--- config.mk ---
export PLATFORM = sky130hd
export DESIGN_NAME = trap_ctrl
export DESIGN_NICKNAME = d
export VERILOG_FILES = /design/src/rtl/trap_ctrl_pkg.sv /design/src/rtl/trap_ctrl_prio_enc.sv /design/src/rtl/trap_ctrl.sv
export SDC_FILE = /design/constraint.sdc
export NUM_CORES = 1
export LEC_CHECK = 0
export BUFFER_PORTS_ARGS = -buffer_cell sky130_fd_sc_hd__buf_2
export CORE_MARGIN = 1
export CORE_UTILIZATION = 30
export DETAILED_ROUTE_END_ITERATION = 10
export SYNTH_ARGS = -nofsm -noshare
export SYNTH_HDL_FRONTEND = slang
export SYNTH_SLANG_ARGS = --single-unit
--- constraint.sdc ---
create_clock -name I_sys_clk -period 3.3 [get_ports I_sys_clk]
set_input_delay 0.66 -clock I_sys_clk [delete_from_list [all_inputs] [get_ports I_sys_clk]]
set_output_delay 0.66 -clock I_sys_clk [all_outputs]
set_load 0.005 [all_outputs]
--- src/rtl/trap_ctrl_pkg.sv ---
// Shared definitions for the trap/return sequencer: CSR addresses,
// mcause codes, FSM state encoding and the decoded event type.
package trap_ctrl_pkg;

   // Machine-mode CSR addresses
   localparam logic [11:0] CSR_MSTATUS = 12'h300;
   localparam logic [11:0] CSR_MIE     = 12'h304;
   localparam logic [11:0] CSR_MTVEC   = 12'h305;
   localparam logic [11:0] CSR_MEPC    = 12'h341;
   localparam logic [11:0] CSR_MCAUSE  = 12'h342;
   localparam logic [11:0] CSR_MIP     = 12'h344;
   localparam logic [11:0] CSR_SATP    = 12'h180;

   // mcause values
   localparam logic [63:0] ECALL_CAUSE = 64'd11;
   localparam logic [63:0] MTI_CAUSE   = 64'h8000_0000_0000_0007;

   typedef enum logic {
      IDLE     = 1'b0,
      REDIRECT = 1'b1
   } state_e;

   typedef enum logic [1:0] {
      EV_NONE  = 2'd0,
      EV_IRQ   = 2'd1,
      EV_ECALL = 2'd2,
      EV_MRET  = 2'd3
   } trap_ev_e;

endpackage

--- src/rtl/trap_ctrl_prio_enc.sv ---
// Priority selection of the event taken by the WB instruction:
// enabled timer interrupt, then ecall, then mret.
module trap_prio_enc
   import trap_ctrl_pkg::*;
(
   input  logic     en_i,
   input  logic     timer_irq_i,
   input  logic     mstatus_mie_i,
   input  logic     mie_mtie_i,
   input  logic     ecall_i,
   input  logic     mret_i,
   output trap_ev_e ev_o
);

   logic irq_pend;

   assign irq_pend = timer_irq_i & mstatus_mie_i & mie_mtie_i;

   // Pick exactly one event when evaluation is enabled
   always_comb begin
      ev_o = EV_NONE;
      if (en_i) begin
         if (irq_pend)     ev_o = EV_IRQ;
         else if (ecall_i) ev_o = EV_ECALL;
         else if (mret_i)  ev_o = EV_MRET;
      end
   end

endmodule

--- src/rtl/trap_ctrl.sv ---
// Trap/return sequencer in MEM/WB: drives CSR trap/mret strobes,
// captures the redirect target from CSR read data and holds the
// fetch redirect until accepted.
module trap_ctrl #(
   parameter int unsigned       PC_W        = 32,
   parameter int unsigned       XLEN        = 64,
   parameter logic [XLEN-1:0]   ECALL_CAUSE = trap_ctrl_pkg::ECALL_CAUSE,
   parameter logic [XLEN-1:0]   MTI_CAUSE   = trap_ctrl_pkg::MTI_CAUSE
) (
   input  logic            I_sys_clk,
   input  logic            I_rst,
   input  logic            I_MEM_WB_valid,
   input  logic [PC_W-1:0] I_MEM_WB_pc,
   input  logic            I_ecall,
   input  logic            I_mret,
   input  logic            I_mstatus_mie,
   input  logic            I_mie_mtie,
   input  logic            I_timer_irq,
   input  logic [XLEN-1:0] I_csr_rd_data,
   input  logic            I_fetch_ready,
   output logic            O_csr_intr_wr,
   output logic            O_csr_intr_rd,
   output logic [XLEN-1:0] O_csr_intr_no,
   output logic [PC_W-1:0] O_intr_pc,
   output logic            O_csr_mret_wr,
   output logic            O_csr_mret_rd,
   output logic            O_wb_kill,
   output logic            O_flush,
   output logic            O_busy,
   output logic            O_redirect_valid,
   output logic [PC_W-1:0] O_redirect_pc,
   output logic [31:0]     O_trap_cnt
);

   import trap_ctrl_pkg::*;

   state_e          state_q;
   logic            redirect_valid_q;
   logic [PC_W-1:0] redirect_pc_q;
   logic [PC_W-1:0] redirect_pc_d;
   logic [31:0]     trap_cnt_q;
   logic            ev_en;
   trap_ev_e        ev;

   // Reset also gates the strobes so every output is 0 during reset
   assign ev_en = (state_q == IDLE) & I_MEM_WB_valid & ~I_rst;

   trap_prio_enc u_prio (
      .en_i          (ev_en),
      .timer_irq_i   (I_timer_irq),
      .mstatus_mie_i (I_mstatus_mie),
      .mie_mtie_i    (I_mie_mtie),
      .ecall_i       (I_ecall),
      .mret_i        (I_mret),
      .ev_o          (ev)
   );

   generate
      if (XLEN > PC_W) begin : g_unused_hi
         logic unused_rd_hi;
         assign unused_rd_hi = ^I_csr_rd_data[XLEN-1:PC_W];
      end
   endgenerate

   // CSR strobes, cause/epc and flush, asserted in the event cycle
   always_comb begin
      O_csr_intr_wr = 1'b0;
      O_csr_intr_rd = 1'b0;
      O_csr_intr_no = '0;
      O_intr_pc     = '0;
      O_csr_mret_wr = 1'b0;
      O_csr_mret_rd = 1'b0;
      O_wb_kill     = 1'b0;
      O_flush       = 1'b0;
      case (ev)
         EV_IRQ: begin
            O_csr_intr_wr = 1'b1;
            O_csr_intr_rd = 1'b1;
            O_csr_intr_no = MTI_CAUSE;
            O_intr_pc     = I_MEM_WB_pc;
            O_wb_kill     = 1'b1;
            O_flush       = 1'b1;
         end
         EV_ECALL: begin
            O_csr_intr_wr = 1'b1;
            O_csr_intr_rd = 1'b1;
            O_csr_intr_no = ECALL_CAUSE;
            O_intr_pc     = I_MEM_WB_pc;
            O_flush       = 1'b1;
         end
         EV_MRET: begin
            O_csr_mret_wr = 1'b1;
            O_csr_mret_rd = 1'b1;
            O_flush       = 1'b1;
         end
         default: ;
      endcase
   end

   // Redirect target: mtvec is direct mode only, so clear its low bits
   always_comb begin
      redirect_pc_d = I_csr_rd_data[PC_W-1:0];
      if (ev != EV_MRET) redirect_pc_d[1:0] = 2'b00;
   end

   // FSM with registered redirect request, target and trap counter
   always_ff @(posedge I_sys_clk) begin
      if (I_rst) begin
         state_q          <= IDLE;
         redirect_valid_q <= 1'b0;
         redirect_pc_q    <= '0;
         trap_cnt_q       <= '0;
      end else begin
         case (state_q)
            IDLE: begin
               if (ev != EV_NONE) begin
                  state_q          <= REDIRECT;
                  redirect_valid_q <= 1'b1;
                  redirect_pc_q    <= redirect_pc_d;
                  if (ev != EV_MRET) trap_cnt_q <= trap_cnt_q + 32'd1;
               end
            end
            REDIRECT: begin
               if (I_fetch_ready) begin
                  state_q          <= IDLE;
                  redirect_valid_q <= 1'b0;
               end
            end
            default: begin
               state_q          <= IDLE;
               redirect_valid_q <= 1'b0;
            end
         endcase
      end
   end

   assign O_busy           = redirect_valid_q;
   assign O_redirect_valid = redirect_valid_q;
   assign O_redirect_pc    = redirect_pc_q;
   assign O_trap_cnt       = trap_cnt_q;

endmodule

=== After elaboration in Yosys (flattened, before gate mapping) ===
Index checks and enable logic that the tools add are counted.

* Output and inout port bits: 168
* Register bits: 66
* Logic and storage cells: 40
* Bits in latches: 0
* Memories kept: 0
* RAM bits: 0
* ROM bits: 0

* $lt $le $gt $ge: 0
* Muxes and demuxes: 17
* Equality and inequality tests: 6
* Div/mod/pow operators: 0
* Multiply operators: 0
* Reductions and logical operators: 6
* Shifts and indexed selects: 0
* Bitwise gates (word level): 6
* Add/sub/neg operators: 1

{| class="wikitable"
|+ Operators with widths
! cell !! number
|-
| one-hot mux 64 bit (2 select lines) || 1
|-
| adder 32 x 1 -> 32 bit (second input constant) || 1
|-
| 2-to-1 mux 32 bit || 1
|-
| 2-to-1 mux 2 bit || 5
|-
| 2-to-1 mux 1 bit || 8
|-
| AND 1 bit || 4
|-
| == test 2 bit (second input constant) || 2
|-
| inequality test 2 bit (second input constant) || 2
|-
| one-hot mux 1 bit (2 select lines) || 2
|-
| AND reduction 2 bit || 2
|-
| AND reduction 3 bit || 1
|-
| OR reduction 3 bit || 1
|-
| == test 2 x 1 -> 1 bit (second input constant) || 1
|-
| inequality test 2 x 1 -> 1 bit (second input constant) || 1
|-
| NOT 1 bit || 2
|-
| nonzero test 2 bit || 1
|-
| OR reduction 2 bit || 1
|}

=== Depth between registers and ports, before layout ===
* Word-level depth: 7
* Depth in mapped cells: 10
* Mapped depth without buffers: 9

=== Hierarchy ===
From an unflattened synthesis, not the netlist that was laid out.

* Cells, all modules: 435
* Area, all modules: 3499.6 um^2

{| class="wikitable"
|+ By module, submodules not included
! module !! cells each !! instances !! seq. area each (um^2) !! area an instance (um^2)
|-
| trap_ctrl || 430 || 1 || 1321.3 || 3470.8
|-
| trap_prio_enc || 5 || 1 || 0.0 || 28.8
|}

=== Worst setup path after synthesis ===
No wires, ideal clock.

* Path kind: in2reg
* Start point: input I_rst
* End point: register trap_cnt_q[24], in the netlist O_trap_cnt[24]
* Required time: 3230 ps
* Setup slack: 615 ps
* Path buffers: 1
* Cell stages on the path: 7
* Arrival: 2615 ps
* Cells stage by stage: nor3b_1 -> o211ai_1 -> ha_1 -> or4b_4 -> buf_6 -> or4_1 -> a21oi_1

* Longest elaborated chain between the ends: 5
* Elaborated cells on any way between the ends: 6
* Classes of those cells: eq/ne (1); mux (1); bitwise (2); reduce/logical (2)

{| class="wikitable"
|+ Ends and longest elaborated chain
! element !! line !! source
|-
| start, declared || trap_ctrl.sv:11 || <nowiki>input logic I_rst,</nowiki>
|-
| NOT 1 bit || trap_ctrl.sv:46 || <nowiki>assign ev_en = (state_q == IDLE) & I_MEM_WB_valid & ~I_rst;</nowiki>
|-
| AND 1 bit || trap_ctrl.sv:46 ||
|-
| 2-to-1 mux 2 bit || trap_ctrl_prio_enc.sv:22 || <nowiki>if (en_i) begin</nowiki>
|-
| inequality test 2 bit or nonzero test 2 bit (tied branches) || trap_ctrl.sv:120, trap_ctrl.sv:116 ||
|-
| AND reduction 3 bit (no line) || n/a ||
|-
| end signal, assigned || trap_ctrl.sv:120 || <nowiki>if (ev != EV_MRET) trap_cnt_q <= trap_cnt_q + 32'd1;</nowiki>
|-
| end, declared || trap_ctrl.sv:41 || <nowiki>logic [31:0] trap_cnt_q;</nowiki>
|}

Parallel ways exist; a longest one is shown, timed or not.
A chain may end at the register's enable or synchronous reset.

=== Final worst setup path ===
* Start point: input I_rst
* End point: output O_csr_mret_rd

* Longest elaborated chain between the ends: 5

{| class="wikitable"
|+ Ends and longest elaborated chain
! element !! line !! source
|-
| NOT 1 bit || trap_ctrl.sv:46 ||
|-
| AND 1 bit || trap_ctrl.sv:46 ||
|-
| 2-to-1 mux 2 bit || trap_ctrl_prio_enc.sv:22 ||
|-
| == test 2 bit || trap_ctrl.sv:75 || <nowiki>case (ev)</nowiki>
|-
| 2-to-1 mux 1 bit || trap_ctrl.sv:75 ||
|-
| end, declared || trap_ctrl.sv:26 || <nowiki>output logic O_csr_mret_rd,</nowiki>
|}

Every way passes these cells.

==> results.yml <==
run_status:
  outcome: "finished clean"
timing:
  finalCriticalPeriod_ps: 2830
  finalMaxSlewViolations: 0
  worst_slack_ps: 473
  fin_crit_sh_pct: 85.7
  rsz0062_at_grt: "no"
  hold_viol: 0
  totalNegativeSetupSlack_ps: 0
  timing_worst_slew_pin_value_ps: 688
  achievable-frequency_mhz: 354
  setup_viol: 0
  maxSlewHeadroom_pct: 54.1
  worst_clock_skew_ps: 9.77
placement:
  placed_area_um2: 4390
  gp_congestion: 0.841
  dp_worst_setup_slack_ps: 189
  io_buffers: 181
  dp_hpwl_mm: 7.86
floorplan:
  dieHeight_um: 111
  floorplan.die_area_um2: 12200
  core_um2: 11500
  start_util_pct: 30.9
  rows: 39
  floorplan.io_pins: 273
  die_x_um: 111
grt:
  antenna_violations_before_repair: 0
  sum_of_overflow_across_all_layers_after_global_routing: 0
  gr-usage-all-layers_pct: 16.4
  grt_start_max_net_pins: 66
  vias_in_the_first_global_route: 3194
  grt_pass1_wl_mm: 16.2
worst_setup_path:
  reg2reg_from: "state_q"
  critical_path.cell_chain: "buf_2 -> nor3b_1 -> buf_4 -> o211ai_1 -> buf_4 -> inv_1 -> ha_1 -> buf_2"
  cp-start-kind: "primary input"
  critical_path_peak_fanout: 7
  required_ps: 2640
  worst_ep_arrival_time_ps: 2170
  cp_slowest_cell: "sky130_fd_sc_hd__ha_1"
  critical_path_class: "primary input to output pin"
  worstSetupEndpointType: "output pin"
  startpoint_of_the_most_critical_setup_path: "I_rst"
  critPathMaxStageDelay_ps: 450
power_and_ir_drop:
  peakVddDrop_v: 0.000295
  post-layout-total-power_w: 0.00215
  power_per_cell_area_nw_per_um2: 456
  cellLeakagePower_nw: 2.31
detailed_routing:
  vias_per_cell: 4.59
  drc: 0
  first_pass_iters: 4
  drt-wirelength-per-cell_um: 13.3
  drt_wl_total_mm: 10.2
  vias: 3513
  postRouteAntennaNets: 0
  detailedRoute.firstIterationViolations: 167
worst_hold_path:
  timing.hold.worst.class: "flop to flop"
  worstHoldStart: "O_redirect_pc[4]"
finish:
  final_common_cell: "sky130_fd_sc_hd__buf_2"
  regArea_um2: 1320
  layout-drive-gt1-share_pct: 35.2
  n_antenna_cell: 0
  area_growth_syn_to_layout_pct: 33.2
  final.fill_count: 1223
  layout_common_cells: "sky130_fd_sc_hd__buf_2, sky130_fd_sc_hd__nand2_1, sky130_fd_sc_hd__dfxtp_1, sky130_fd_sc_hd__conb_1, sky130_fd_sc_hd__a21oi_1"
  design.final.nets: 728
  finalInstanceArea_um2: 4720
  multi_input_area_um2: 1820
yosys:
  synth.yosys.warnings: 0
  synth-seq-cells: 66
  netlist_instances: 441
  postSynth.topFlopCell: "sky130_fd_sc_hd__dfxtp_1"
  post_synth.cell_area_avg_um2: 8.03
  yosys.cell_types.count: 39
  synth.cell_area_um2: 3540
  synth_sequential_area_ratio_pct: 37.3
  synthArstFlopShare_pct: 0
  number_of_enable_type_register_cells_in_the_synthesized_netlist: 0
clock_network:
  clock_path_buffers: 2
  htree_num_levels: 3
  clock_latency_ps: 330
  cts.sink_count: 66
  cts_tree: "built"
  cts-hold-fix-buffers: 0
  post_cts.repair.setup_buffers: 0
  ctsRootBufferMaster: "sky130_fd_sc_hd__clkbuf_16"
  cts_resized: 0
  numCtsBuffers: 9
  clkSlewWorstSetupHoldPaths_ps: 50
flow_run:
  number_of_max_cap_violations: 0
## area by class of cell
| class | count | area share, % |
|---|---|---|
| Clock buffer | 12 | 5.44 |
| Clock inverter | 4 | 1.57 |
| Inverter | 7 | 0.557 |
| Timing Repair Buffer | 196 | 22.1 |
| Tap cell | 143 | 3.79 |
| Multi-Input combinational cell | 337 | 38.5 |
| Sequential cell | 66 | 28.0 |
## through the flow
| step | cells | utilization, % | hold WS [ps] |
|---|---|---|---|
| global route | 765 | 41.1 | 473 |
| floorplan | 499 | - | 448 |
| global placement | 749 | 38.2 | 438 |
| finish | 765 | 41.1 | 449 |
| detailed placement | 749 | 38.2 | 445 |
| CTS | 765 | 41.1 | 453 |
## final timing paths
check	endpoint	slack (ps)	cells after the start
setup reg to reg	O_trap_cnt[22]	690	9
setup / recovery	O_csr_mret_rd	470	8
hold reg to reg	O_redirect_pc[4]	450	2
hold / removal	O_redirect_pc[4]	450	2
## where the power goes
group          internal [W]  switching [W]  leakage, nW
registers          0.000824      0.0000155        0.535
clock network      0.000702       0.000342        0.163
logic              0.000120       0.000146         1.61
## registers in the layout, summed over array words and instances (netlist names)
name           count
state_q            1
O_trap_cnt        32
O_busy             1
O_redirect_pc     32
## Yosys cell counts (all sizes together) (7+ instances only)
cell type | instances | area [µm²]
or4 | 13 | 97.6
xor2 | 7 | 61.3
clkbuf | 18 | 67.6
nor2 | 13 | 48.8
nand3 | 17 | 85.1
inv | 7 | 26.3
a21oi | 52 | 260
nand4 | 9 | 62.6
dfxtp | 66 | 1320
and2 | 33 | 206
o31ai | 13 | 97.6
buf | 71 | 531
nand2 | 75 | 282
## logic make-up after synthesis
group,after synthesis,share of synthesized area (%)
AO/OA/AOI/OAI,77,12.4
XOR/XNOR,11,2.72
adder cells (fa/ha/maj),6,2.12
buffers and inverters,96,17.6
flip-flops,66,37.3
other,1,0.106
AND/OR/NAND/NOR,184,27.7
## routing by layer
layer | up-vias | wire length (µm) | GRT usage [%]
met3 | 16 | 673 | 4.23
met1 | 1608 | 4240 | 19.6
li1 | 1726 | - | -
met5 | - | 0 | 0
met2 | 163 | 5030 | 27.6
met4 | 0 | 231 | 7.29
## critical path: cells and delay by family
kind            cells  cell delay [ps]
buf+inv             5              730
fa+ha+maj           1              450
simple gates        1              190
compound gates      1              120
Power figures use the tool's default switching activity.
